**src/rtl/instr_fetch_seq.sv**
```systemverilog
// Program sequencer: fetches 16-bit words from a synchronous instruction memory and issues them to the processor (optional FETCH_STEP_EN adds a step gate).
// Latency: start -> mem_rd 1 cycle -> Run 3 cycles; Done -> next mem_rd 1 cycle (2 cycles plus the step wait with FETCH_STEP_EN).
// Backpressure: holds each word in EXEC until Done; a watchdog of TIMEOUT cycles halts the sequencer with timeout_err.
module instr_fetch_seq #(
    parameter int              AW       = 8,
    parameter logic [2:0]      HALT_OP  = 3'b111,
    parameter int              TIMEOUT  = 15,
    parameter logic [AW-1:0]   RESET_PC = '0
) (
    input  logic          clk,
    input  logic          Rest,
    input  logic          start,
    output logic [AW-1:0] mem_addr,
    output logic          mem_rd,
    input  logic [15:0]   mem_data,
    input  logic          Done,
`ifdef FETCH_STEP_EN
    input  logic          step,
`endif
    output logic [15:0]   Din,
    output logic          Run,
    output logic [AW-1:0] pc,
    output logic          busy,
    output logic          halted,
    output logic          timeout_err,
    output logic [15:0]   instr_cnt
);

    localparam int WW = $clog2(TIMEOUT + 1);
    // The timeout fires on the TIMEOUT-th EXEC cycle, when the counter still reads TIMEOUT-1.
    localparam logic [WW-1:0] WD_LAST = WW'(TIMEOUT - 1);

    typedef enum logic [2:0] {
        S_IDLE,
        S_FETCH,
        S_MEMWAIT,
        S_ISSUE,
        S_EXEC,
`ifdef FETCH_STEP_EN
        S_STEP_WAIT,
`endif
        S_HALT
    } state_t;

    state_t        state;
    state_t        state_nxt;
    logic [WW-1:0] watchdog;
    logic          din_ld;
    logic          halt_set;
    logic          to_set;
    logic          cnt_inc;

    always_comb begin
        state_nxt = state;
        mem_rd    = 1'b0;
        Run       = 1'b0;
        busy      = 1'b0;
        din_ld    = 1'b0;
        halt_set  = 1'b0;
        to_set    = 1'b0;
        cnt_inc   = 1'b0;
        case (state)
            S_IDLE: begin
                if (start) state_nxt = S_FETCH;
            end
            S_FETCH: begin
                mem_rd    = 1'b1;
                busy      = 1'b1;
                state_nxt = S_MEMWAIT;
            end
            S_MEMWAIT: begin
                busy = 1'b1;
                if (mem_data[15:13] == HALT_OP) begin
                    halt_set  = 1'b1;
                    state_nxt = S_HALT;
                end else begin
                    din_ld    = 1'b1;
                    state_nxt = S_ISSUE;
                end
            end
            S_ISSUE: begin
                busy      = 1'b1;
                Run       = 1'b1;
                state_nxt = S_EXEC;
            end
            S_EXEC: begin
                busy = 1'b1;
                // Done takes priority over a watchdog expiry in the same cycle.
                if (Done) begin
                    cnt_inc = 1'b1;
`ifdef FETCH_STEP_EN
                    state_nxt = S_STEP_WAIT;
`else
                    state_nxt = S_FETCH;
`endif
                end else if (watchdog == WD_LAST) begin
                    halt_set  = 1'b1;
                    to_set    = 1'b1;
                    state_nxt = S_HALT;
                end
            end
`ifdef FETCH_STEP_EN
            S_STEP_WAIT: begin
                busy = 1'b1;
                if (step) state_nxt = S_FETCH;
            end
`endif
            S_HALT: begin
                state_nxt = S_HALT;
            end
            default: state_nxt = S_IDLE;
        endcase
    end

    always_ff @(posedge clk) begin
        if (Rest) begin
            state       <= S_IDLE;
            pc          <= RESET_PC;
            Din         <= '0;
            halted      <= 1'b0;
            timeout_err <= 1'b0;
            instr_cnt   <= '0;
            watchdog    <= '0;
        end else begin
            state <= state_nxt;
            if (din_ld) begin
                Din <= mem_data;
                pc  <= pc + 1'b1;
            end
            if (state == S_ISSUE) begin
                watchdog <= '0;
            end else if (state == S_EXEC) begin
                watchdog <= watchdog + 1'b1;
            end
            if (halt_set) halted <= 1'b1;
            if (to_set) timeout_err <= 1'b1;
            if (cnt_inc && (instr_cnt != 16'hFFFF)) instr_cnt <= instr_cnt + 16'd1;
        end
    end

    assign mem_addr = pc;

endmodule

```
**config.mk**
```make
export PLATFORM = sky130hd
export DESIGN_NAME = instr_fetch_seq
export DESIGN_NICKNAME = d
export VERILOG_FILES = /design/src/rtl/instr_fetch_seq.sv
export SDC_FILE = /design/constraint.sdc
export NUM_CORES = 1
export LEC_CHECK = 0
export CORE_MARGIN = 2
export CORE_UTILIZATION = 55
export CTS_BUF_LIST = sky130_fd_sc_hd__clkbuf_2
export DETAILED_ROUTE_END_ITERATION = 7
export DONT_BUFFER_PORTS = 1
export PLACE_DENSITY = 0.7
export SLEW_MARGIN = 40
export SYNTH_ARGS = -nofsm -noshare
export SYNTH_HDL_FRONTEND = slang
export SYNTH_SLANG_ARGS = --single-unit
```
**constraint.sdc**
```tcl
create_clock -name clk -period 5.2 [get_ports clk]
set_clock_uncertainty 0.2 [all_clocks]
set_input_delay 0 -clock clk [delete_from_list [all_inputs] [get_ports clk]]
set_output_delay 0 -clock clk [all_outputs]
set_load 0.03 [all_outputs]
```
# Yosys cells after proc, flatten, opt, wreduce, memory -nomap -nowiden
# Cells that the tools add are included.
dict set report totals {
  reg_bits 49
  output_inout_bits 53
  elab_cells 42
}
dict set report op_classes {
  n_addsub 3
  n_eq_ne 10
  muxes 17
  reduce_logical 5
}
# op count
set op_table {}
lappend op_table {{case mux 3 bit (6 select lines)} 1}
lappend op_table {{adder 16 x 1 -> 16 bit, second input constant} 1}
lappend op_table {{inequality test 16 bit, second input constant} 1}
lappend op_table {{two-way mux 3 bit} 4}
lappend op_table {{two-way mux 1 bit} 11}
lappend op_table {{equality test 3 bit, second input constant} 3}
lappend op_table {{adder 8 x 1 -> 8 bit, second input constant} 1}
lappend op_table {{equality test 3 x 2 -> 1 bit, second input constant} 2}
lappend op_table {{adder 4 x 1 -> 4 bit, second input constant} 1}
lappend op_table {{equality test 4 bit, second input constant} 1}
lappend op_table {{OR reduction 4 bit} 1}
lappend op_table {{equality test 3 x 1 -> 1 bit, second input constant} 1}
lappend op_table {{logical NOT 3 bit} 1}
lappend op_table {{inequality test 3 bit, second input constant} 1}
lappend op_table {{inequality test 2 bit, second input constant} 1}
lappend op_table {{case mux 1 bit (2 select lines)} 1}
lappend op_table {{AND reduction 2 bit} 1}
lappend op_table {{OR reduction 2 bit} 1}
lappend op_table {{logical AND 1 bit} 1}

# Longest topological paths before layout
# Gate-level depths: netlist of the first run.
dict set report depth {
  word_depth 4
  depth_mapped 7
}

# Worst setup path after synthesis of the first run
# No wires, ideal clock.
dict set report synth_path {
  path_kind {flip-flop to flip-flop}
  start {register instr_cnt[0]}
  end {register instr_cnt[10]}
  setup_time_ns 0.123
  arrival_ns 1.980
  slack_ns 2.897
  path_stages_with_launch 7
  path_buffers 1
  cell_sequence {dfxtp_1 -> ha_1 -> nand3_1 -> or2_1 -> clkbuf_1 -> nor4b_1 -> mux2_1}
}
dict set report synth_between {
  elab_chain_len 2
  elab_cells_between_ends 3
  cone_classes {add/sub: 1; eq/ne: 1; reduce/logical: 1}
}
# element line_no
set synth_lines {}
lappend synth_lines {{from (decl)} 26} ;# output logic [15:0] instr_cnt
lappend synth_lines {{from (signal assigned)} 137} ;# if (cnt_inc && (instr_cnt != 16'hFFFF)) instr_cnt <= instr_cnt + 16'd1;
lappend synth_lines {{parallel branches: the longest is 2 deep, another holds adder 16 x 1 -> 16 bit} --}
# Several ways; the timed one is not identified.
# A chain may end at the register's enable or synchronous reset.

# Worst setup path after layout of the first run
dict set report layout_path {
  start {register instr_cnt[0]}
  end {register instr_cnt[13]}
}
# The elaborated chain is that of the path after synthesis.

==> results of run 1 <==
==> through the flow <==
| stage | total power, uW | hold WS (ns) | util, % | cell area [um^2] |
|---|---|---|---|---|
| floorplan | 495 | -0.0640 | - | 2290 |
| global placement | 496 | -0.127 | 55.6 | 2220 |
| detailed placement | 498 | -0.125 | 55.7 | 2230 |
| CTS | 721 | 0.0150 | 64.0 | 2560 |
| global route | 744 | 0.0267 | 64.0 | 2560 |
| finish | 713 | 0.0355 | 64.0 | 2560 |
==> logic make-up after synthesis <==
logic type	synth area share, %
AO/OA/AOI/OAI	12.8
XOR/XNOR	3.82
adder cells (fa/ha/maj)	2.18
buffers and inverters	6.93
flip-flops	42.8
multiplexers	1.96
AND/OR/NAND/NOR	29.5
==> cell type report <==
class	instances	area, um^2	share of cell area [%]
well taps	50	62.6	2.44
multi-input cells	197	1160	45.2
clock inverters	2	33.8	1.32
repair buffers	26	270	10.6
inverters	7	26.3	1.03
clock buffers	6	30.0	1.17
flip-flops and latches	49	981	38.3
==> critical path: stages, from the launching register on <==
cell,delay [ns]
sky130_fd_sc_hd__dfxtp_1,0.64
sky130_fd_sc_hd__ha_1,0.24
sky130_fd_sc_hd__nand3_1,0.16
sky130_fd_sc_hd__nor4_4,0.72
sky130_fd_sc_hd__and4bb_1,0.26
sky130_fd_sc_hd__mux2_1,0.30
==> state kept, by name, summed over array words and instances (netlist names) <==
register,count
instr_cnt,16
Din,16
timeout_err,1
halted,1
mem_addr,8
watchdog,4
state,3
==> worst max-delay path by stage <==
stage                              start                    endpoint  slack (ns)  depth (start not counted)
4_1_cts        instr_cnt[0]$_SDFFE_PP0P_  instr_cnt[13]$_SDFFE_PP0P_        2.57                          5
3_3_place_gp   instr_cnt[0]$_SDFFE_PP0P_  instr_cnt[13]$_SDFFE_PP0P_        2.64                          5
6_report       instr_cnt[0]$_SDFFE_PP0P_  instr_cnt[13]$_SDFFE_PP0P_        2.58                          5
3_5_place_dp   instr_cnt[0]$_SDFFE_PP0P_  instr_cnt[13]$_SDFFE_PP0P_        2.61                          5
5_1_grt        instr_cnt[0]$_SDFFE_PP0P_  instr_cnt[13]$_SDFFE_PP0P_        2.38                          5
2_1_floorplan  instr_cnt[0]$_SDFFE_PP0P_  instr_cnt[10]$_SDFFE_PP0P_        2.90                          6
==> Yosys cell counts <==
master / number / share of area [%]
sky130_fd_sc_hd__or3b_2: 1 / 0.38
sky130_fd_sc_hd__o41ai_1: 1 / 0.38
sky130_fd_sc_hd__nand4bb_1: 1 / 0.49
sky130_fd_sc_hd__mux2_1: 3 / 1.5
sky130_fd_sc_hd__buf_2: 7 / 1.5
sky130_fd_sc_hd__or3b_1: 2 / 0.76
sky130_fd_sc_hd__nor3_1: 6 / 1.3
sky130_fd_sc_hd__nor2_1: 27 / 4.4
sky130_fd_sc_hd__nand2b_1: 2 / 0.55
sky130_fd_sc_hd__nor2b_1: 3 / 0.82
sky130_fd_sc_hd__or4_1: 8 / 2.6
sky130_fd_sc_hd__nor4_1: 3 / 0.82
sky130_fd_sc_hd__or3_1: 7 / 1.9
sky130_fd_sc_hd__and3_1: 4 / 1.1
sky130_fd_sc_hd__a21oi_1: 34 / 7.4
sky130_fd_sc_hd__a31oi_1: 1 / 0.27
sky130_fd_sc_hd__ha_1: 4 / 2.2
sky130_fd_sc_hd__nor3_2: 1 / 0.44
sky130_fd_sc_hd__nand2_1: 34 / 5.6
sky130_fd_sc_hd__mux2_2: 1 / 0.49
sky130_fd_sc_hd__a211o_1: 1 / 0.38
sky130_fd_sc_hd__dfxtp_1: 49 / 43
sky130_fd_sc_hd__inv_1: 7 / 1.1
sky130_fd_sc_hd__clkbuf_1: 8 / 1.3
sky130_fd_sc_hd__o31ai_1: 8 / 2.6
sky130_fd_sc_hd__xnor2_1: 9 / 3.4
sky130_fd_sc_hd__nor3b_1: 2 / 0.65
sky130_fd_sc_hd__nor2_4: 1 / 0.49
sky130_fd_sc_hd__nand4_1: 7 / 1.9
sky130_fd_sc_hd__nor4b_1: 1 / 0.38
sky130_fd_sc_hd__and4bb_1: 1 / 0.55
sky130_fd_sc_hd__o21ai_0: 6 / 1.3
sky130_fd_sc_hd__nor4_4: 1 / 0.93
sky130_fd_sc_hd__or2_2: 2 / 0.55
sky130_fd_sc_hd__a311oi_1: 1 / 0.38
sky130_fd_sc_hd__buf_4: 8 / 2.6
sky130_fd_sc_hd__buf_1: 2 / 0.33
sky130_fd_sc_hd__nand3_1: 12 / 2.6
sky130_fd_sc_hd__or2_1: 1 / 0.27
sky130_fd_sc_hd__xor2_1: 1 / 0.38
==> report_power, final <==
| group | total [uW] | leakage [uW] | internal [uW] | switching (uW) |
|---|---|---|---|---|
| Clock | 201 | 0.0000406 | 81.9 | 119 |
| Sequential | 430 | 0.000396 | 391 | 39.4 |
| Combinational | 82.9 | 0.000409 | 35.8 | 47.1 |
==> timing repair <==
action / in CTS / in global routing
setup buffers: 0 / 0
hold buffers: 26 / 0
hold endpoints to repair: 49 / 0
==> layer usage <==
metal / up-vias / GRT usage, % / routed length [um]
met3: 4 / 6.01 / 321
met2: 51 / 33.2 / 2260
met5: - / 0 / 0
li1: 984 / - / -
met4: 0 / 9.00 / 38
met1: 869 / 23.8 / 2170
==> flow_results.xml, run 1 <==
<?xml version="1.0" encoding="UTF-8"?>
<metrics>
  <group name="routing">
    <metric name="detail_route.wl_per_cell" unit="um">14.2</metric>
    <metric name="postRouteWirelength" unit="um">4790</metric>
    <metric name="drc" unit="">0</metric>
    <metric name="num_vias" unit="">1908</metric>
    <metric name="drt_iter0_markers" unit="">101</metric>
    <metric name="route.antenna.remaining_nets" unit="">0</metric>
    <metric name="post_drt_via_cell_ratio" unit="">5.66</metric>
    <metric name="drtPass1Iterations" unit="">4</metric>
  </group>
  <group name="global_route">
    <metric name="grt_start_max_net_pins" unit="">50</metric>
    <metric name="grtUsageTotal" unit="%">20.0</metric>
    <metric name="antenna_violations_before_repair" unit="">0</metric>
    <metric name="grt.overflow.total" unit="">0</metric>
    <metric name="global_route_wire_length_before_repair" unit="um">7070</metric>
    <metric name="number_of_global_route_vias_before_repair" unit="">1595</metric>
  </group>
  <group name="timing">
    <metric name="layout_setup_ws" unit="ns">2.58</metric>
    <metric name="setup_viol" unit="">0</metric>
    <metric name="max_clock_freq" unit="GHz">0.382</metric>
    <metric name="setup_repair_after_global_routing_missed_its_margin" unit="">no</metric>
    <metric name="timing.final.crit_share" unit="%">50.4</metric>
    <metric name="timing.final.hold_violations" unit="">0</metric>
    <metric name="worst_slew_pin_slew" unit="ns">0.754</metric>
    <metric name="setup_tns" unit="ns">0</metric>
    <metric name="slew_viol_final" unit="">0</metric>
    <metric name="slew_headroom" unit="%">49.7</metric>
    <metric name="period_minus_slack" unit="ns">2.62</metric>
  </group>
  <group name="finish">
    <metric name="flow.area_growth_from_synthesis" unit="%">11.7</metric>
    <metric name="final_layout_size_suffix_gt1_share" unit="%">5.57</metric>
    <metric name="mostFrequentLayoutCell" unit="">sky130_fd_sc_hd__dfxtp_1</metric>
    <metric name="diodes" unit="">0</metric>
    <metric name="fin_nets" unit="">310</metric>
    <metric name="num-fill-cells" unit="">334</metric>
    <metric name="layout_common_cells" unit="">sky130_fd_sc_hd__dfxtp_1, sky130_fd_sc_hd__nand2_1, sky130_fd_sc_hd__a21oi_1</metric>
    <metric name="post_layout_instance_count_excluding_filler_cells" unit="">337</metric>
  </group>
  <group name="clock_network">
    <metric name="clock_insertion_delay_worst_skew" unit="ns">0.42</metric>
    <metric name="cts_max_level" unit="">2</metric>
    <metric name="cts-root-to-sink-buffers" unit="">2</metric>
    <metric name="numClockSinks" unit="">49</metric>
    <metric name="tritoncts.num_buffers" unit="">5</metric>
    <metric name="cts_tree" unit="">yes</metric>
    <metric name="path_clk_slew" unit="ns">0.24</metric>
    <metric name="ctsRootBufferMaster" unit="">sky130_fd_sc_hd__clkbuf_2</metric>
    <metric name="post_cts_resized" unit="">0</metric>
  </group>
  <group name="critical_path">
    <metric name="cp-start-kind" unit="">register</metric>
    <metric name="worst_r2r_path_depth" unit="">5</metric>
    <metric name="worst_ep_arrival_time" unit="ns">2.75</metric>
    <metric name="r2r_end" unit="">instr_cnt[13]$_SDFFE_PP0P_</metric>
    <metric name="worstSetupEndpointType" unit="">register</metric>
    <metric name="crit_path_category" unit="">register to register</metric>
    <metric name="crit-reg2reg-launch" unit="">instr_cnt[0]$_SDFFE_PP0P_</metric>
    <metric name="required" unit="ns">5.33</metric>
    <metric name="worstPathMaxFanout" unit="">18</metric>
    <metric name="r2r_slack" unit="ns">2.58</metric>
  </group>
  <group name="min_path">
    <metric name="hold_path.class" unit="">input pin to register</metric>
    <metric name="hold_depth" unit="">3</metric>
    <metric name="min_from" unit="">mem_data[6]</metric>
    <metric name="endpoint_of_the_worst_hold_timing_path" unit="">Din[6]$_SDFFE_PP0P_</metric>
  </group>
  <group name="yosys">
    <metric name="synthCells" unit="">278</metric>
    <metric name="synth_seq_cells" unit="">49</metric>
    <metric name="synthesis.area_per_instance" unit="um^2">8.25</metric>
    <metric name="mappedNetlistNets" unit="">302</metric>
    <metric name="synthDistinctLibCells" unit="">40</metric>
    <metric name="synth_seq_area_share" unit="%">42.8</metric>
    <metric name="mappedNetlistArea" unit="mm^2">0.00229</metric>
    <metric name="yosys_warnings" unit="">0</metric>
  </group>
  <group name="floorplan">
    <metric name="floorplan.die_area" unit="mm^2">0.00470</metric>
    <metric name="core_area" unit="mm^2">0.00400</metric>
    <metric name="std_cell_rows" unit="">23</metric>
    <metric name="die-height" unit="um">68.6</metric>
    <metric name="dieWidth" unit="um">68.6</metric>
    <metric name="initial_core_util" unit="%">57.3</metric>
    <metric name="io_pins" unit="">73</metric>
  </group>
  <group name="place">
    <metric name="gp_congestion" unit="">0.738</metric>
    <metric name="port_buffers" unit="">0</metric>
    <metric name="placedCellCount" unit="">303</metric>
    <metric name="hpwl_dp" unit="um">3030</metric>
    <metric name="placement.setup.worst_slack" unit="ns">2.61</metric>
  </group>
  <group name="status">
    <metric name="outcome" unit="">finished, final reports clean</metric>
  </group>
  <group name="job">
    <metric name="maxCapViolations" unit="">0</metric>
  </group>
  <group name="power">
    <metric name="static-leakage-power" unit="uW">0.000846</metric>
    <metric name="power.density" unit="mW/mm^2">279</metric>
    <metric name="ir_drop" unit="mV">0.142</metric>
  </group>
</metrics>
No activity file was read; power rests on OpenSTA's default activity.
==> inputs of run 2 (changes only) <==
PLACE_DENSITY = 0.73   (was 0.7)
clock period = 2.19 ns   (was 5.2 ns; I/O delays follow)
==> run 2 against run 1 <==
Sequential power increased by 130%. Cell count increased by 12%. Non-clock buffer count increased by 40. Clock-buffer cell count decreased by 1. Total power increased by 140%. Worst setup slack got worse by 2.4 ns. Fmax increased by 29%. Global-route usage increased by 3.2 points. Largest cell class unchanged. Largest power group unchanged. Highest routed layer unchanged.
==> flow_results.xml, run 2 (synthesis results as in run 1) <==
<?xml version="1.0" encoding="UTF-8"?>
<metrics>
  <group name="critical_path">
    <metric name="required" unit="ns">2.37</metric>
    <metric name="crit_path_category" unit="">register to register</metric>
    <metric name="r2r_slack" unit="ns">0.17</metric>
    <metric name="worstSetupEndpointType" unit="">register</metric>
    <metric name="r2r_end" unit="">instr_cnt[14]$_SDFFE_PP0P_</metric>
    <metric name="worstPathMaxFanout" unit="">5</metric>
    <metric name="worst_r2r_path_depth" unit="">4</metric>
    <metric name="worst_ep_arrival_time" unit="ns">2.20</metric>
    <metric name="crit-reg2reg-launch" unit="">instr_cnt[11]$_SDFFE_PP0P_</metric>
    <metric name="cp-start-kind" unit="">register</metric>
  </group>
  <group name="global_route">
    <metric name="grt_start_max_net_pins" unit="">50</metric>
    <metric name="number_of_global_route_vias_before_repair" unit="">1877</metric>
    <metric name="grtUsageTotal" unit="%">23.2</metric>
    <metric name="antenna_violations_before_repair" unit="">0</metric>
    <metric name="grt.overflow.total" unit="">0</metric>
    <metric name="global_route_wire_length_before_repair" unit="um">8160</metric>
  </group>
  <group name="finish">
    <metric name="diodes" unit="">0</metric>
    <metric name="fin_nets" unit="">350</metric>
    <metric name="final_core_util" unit="%">71.9</metric>
    <metric name="layout.area.seq" unit="um^2">983</metric>
    <metric name="layout_common_cells" unit="">sky130_fd_sc_hd__dfxtp_1, sky130_fd_sc_hd__buf_4, sky130_fd_sc_hd__nand2_1, sky130_fd_sc_hd__a21oi_1, sky130_fd_sc_hd__dlygate4sd3_1</metric>
    <metric name="num-fill-cells" unit="">302</metric>
    <metric name="mostFrequentLayoutCell" unit="">sky130_fd_sc_hd__dfxtp_1</metric>
    <metric name="multi_input_area" unit="mm^2">0.00116</metric>
    <metric name="final_layout_size_suffix_gt1_share" unit="%">16.2</metric>
    <metric name="flow.area_growth_from_synthesis" unit="%">25.5</metric>
  </group>
  <group name="min_path">
    <metric name="min_from" unit="">mem_data[9]</metric>
    <metric name="endpoint_of_the_worst_hold_timing_path" unit="">Din[9]$_SDFFE_PP0P_</metric>
    <metric name="hold_depth" unit="">3</metric>
    <metric name="hold_path.class" unit="">input pin to register</metric>
  </group>
  <group name="floorplan">
    <metric name="dieWidth" unit="um">68.6</metric>
    <metric name="die-height" unit="um">68.6</metric>
    <metric name="core_area" unit="mm^2">0.00400</metric>
    <metric name="io_pins" unit="">73</metric>
    <metric name="std_cell_rows" unit="">23</metric>
    <metric name="initial_core_util" unit="%">57.3</metric>
    <metric name="floorplan.die_area" unit="mm^2">0.00470</metric>
  </group>
  <group name="power">
    <metric name="power" unit="uW">1730</metric>
    <metric name="ir_drop" unit="mV">0.306</metric>
    <metric name="static-leakage-power" unit="uW">0.00106</metric>
    <metric name="power.density" unit="mW/mm^2">601</metric>
  </group>
  <group name="routing">
    <metric name="drt_iter0_markers" unit="">107</metric>
    <metric name="num_vias" unit="">2095</metric>
    <metric name="route.antenna.remaining_nets" unit="">0</metric>
    <metric name="drtPass1Iterations" unit="">4</metric>
    <metric name="postRouteWirelength" unit="um">5310</metric>
    <metric name="post_drt_via_cell_ratio" unit="">5.56</metric>
    <metric name="drc" unit="">0</metric>
    <metric name="detail_route.wl_per_cell" unit="um">14.1</metric>
  </group>
  <group name="job">
    <metric name="maxCapViolations" unit="">0</metric>
  </group>
  <group name="clock_network">
    <metric name="tritoncts.num_buffers" unit="">5</metric>
    <metric name="cts_max_level" unit="">2</metric>
    <metric name="cts-root-to-sink-buffers" unit="">2</metric>
    <metric name="path_clk_slew" unit="ns">0.27</metric>
    <metric name="ctsRootBufferMaster" unit="">sky130_fd_sc_hd__clkbuf_2</metric>
    <metric name="numClockSinks" unit="">49</metric>
    <metric name="clock_insertion_delay_worst_skew" unit="ns">0.44</metric>
    <metric name="postCtsSetupRepairBufs" unit="">0</metric>
    <metric name="cts_tree" unit="">yes</metric>
  </group>
  <group name="timing">
    <metric name="setup_tns" unit="ns">0</metric>
    <metric name="timing.final.crit_share" unit="%">92.4</metric>
    <metric name="slew_headroom" unit="%">54.8</metric>
    <metric name="setup_viol" unit="">0</metric>
    <metric name="period_minus_slack" unit="ns">2.02</metric>
    <metric name="timing.final.hold_violations" unit="">0</metric>
    <metric name="max_clock_freq" unit="GHz">0.494</metric>
    <metric name="slew_viol_final" unit="">0</metric>
    <metric name="worst_slew_pin_slew" unit="ns">0.674</metric>
    <metric name="setup_repair_after_global_routing_missed_its_margin" unit="">no</metric>
  </group>
  <group name="place">
    <metric name="gp_congestion" unit="">0.845</metric>
    <metric name="port_buffers" unit="">0</metric>
    <metric name="hpwl_dp" unit="um">3420</metric>
  </group>
  <group name="status">
    <metric name="outcome" unit="">finished, final reports clean</metric>
  </group>
</metrics>
## run 2: changes by cell type in the layout (fill, tap and decap cells not counted), moves of 2 or more
cell,before,now
sky130_fd_sc_hd__buf_4,0,36
sky130_fd_sc_hd__dfxtp_1,49,47
sky130_fd_sc_hd__dfxtp_2,0,2
sky130_fd_sc_hd__dlygate4sd3_1,25,29
## run 2: how the worst max path moves through the flow
stage / startpoint / endpoint / slack, ns / cells past startpoint
global route: instr_cnt[5]$_SDFFE_PP0P_ / instr_cnt[10]$_SDFFE_PP0P_ / 0.06 / 5
floorplan: instr_cnt[0]$_SDFFE_PP0P_ / instr_cnt[10]$_SDFFE_PP0P_ / 0.03 / 6
CTS: instr_cnt[5]$_SDFFE_PP0P_ / instr_cnt[10]$_SDFFE_PP0P_ / 0.13 / 5
detailed placement: instr_cnt[5]$_SDFFE_PP0P_ / instr_cnt[10]$_SDFFE_PP0P_ / 0.16 / 5
global placement: instr_cnt[5]$_SDFFE_PP0P_ / instr_cnt[10]$_SDFFE_PP0P_ / 0.24 / 5
finish: instr_cnt[11]$_SDFFE_PP0P_ / instr_cnt[14]$_SDFFE_PP0P_ / 0.17 / 4
## run 2: through the flow
step	setup slack [ns]	cells	hold WS (ns)	cell area, um^2
after detailed placement	0.157	339	-0.129	2490
after global routing	0.0590	377	0.00545	2880
after CTS	0.133	375	0.00558	2850
final	0.167	377	0.0479	2880
after global placement	0.237	339	-0.133	2490
after floorplan	0.0279	278	-0.0640	2290
## run 2: cell type report
cell class | instances | area share [%]
inverter | 7 | 0.913
clock buffer | 5 | 0.870
multi-input combinational | 197 | 40.3
tap | 50 | 2.17
timing repair buffer | 66 | 20.2
sequential | 49 | 34.2
clock inverter | 3 | 1.43
## run 2: power breakdown
part           total (uW)  internal [uW]  switching, uW
combinational         265            114            151
sequential            990            928           62.7
clock                 474            189            285
## run 2: layer usage
metal / global-route usage (%) / vias to the layer above / wire length, um
li1: - / 1065 / -
met1: 26.8 / 960 / 2330
met2: 40.4 / 60 / 2520
met3: 6.98 / 10 / 353
met4: 8.25 / 0 / 100
met5: 0 / - / 0
## run 2: worst max-delay path, stage by stage (launching register included)
cell and delay (ns):
sky130_fd_sc_hd__dfxtp_1 0.42, sky130_fd_sc_hd__nand4_1 0.30, sky130_fd_sc_hd__or3_1 0.49, sky130_fd_sc_hd__or4_1 0.40, sky130_fd_sc_hd__a21oi_1 0.14
## run 2: what timing repair did
action                                 CTS  global route
endpoints found under the hold margin   49             2
setup endpoints to repair                0             1
resized for setup                        0             1
hold buffers                            28             2
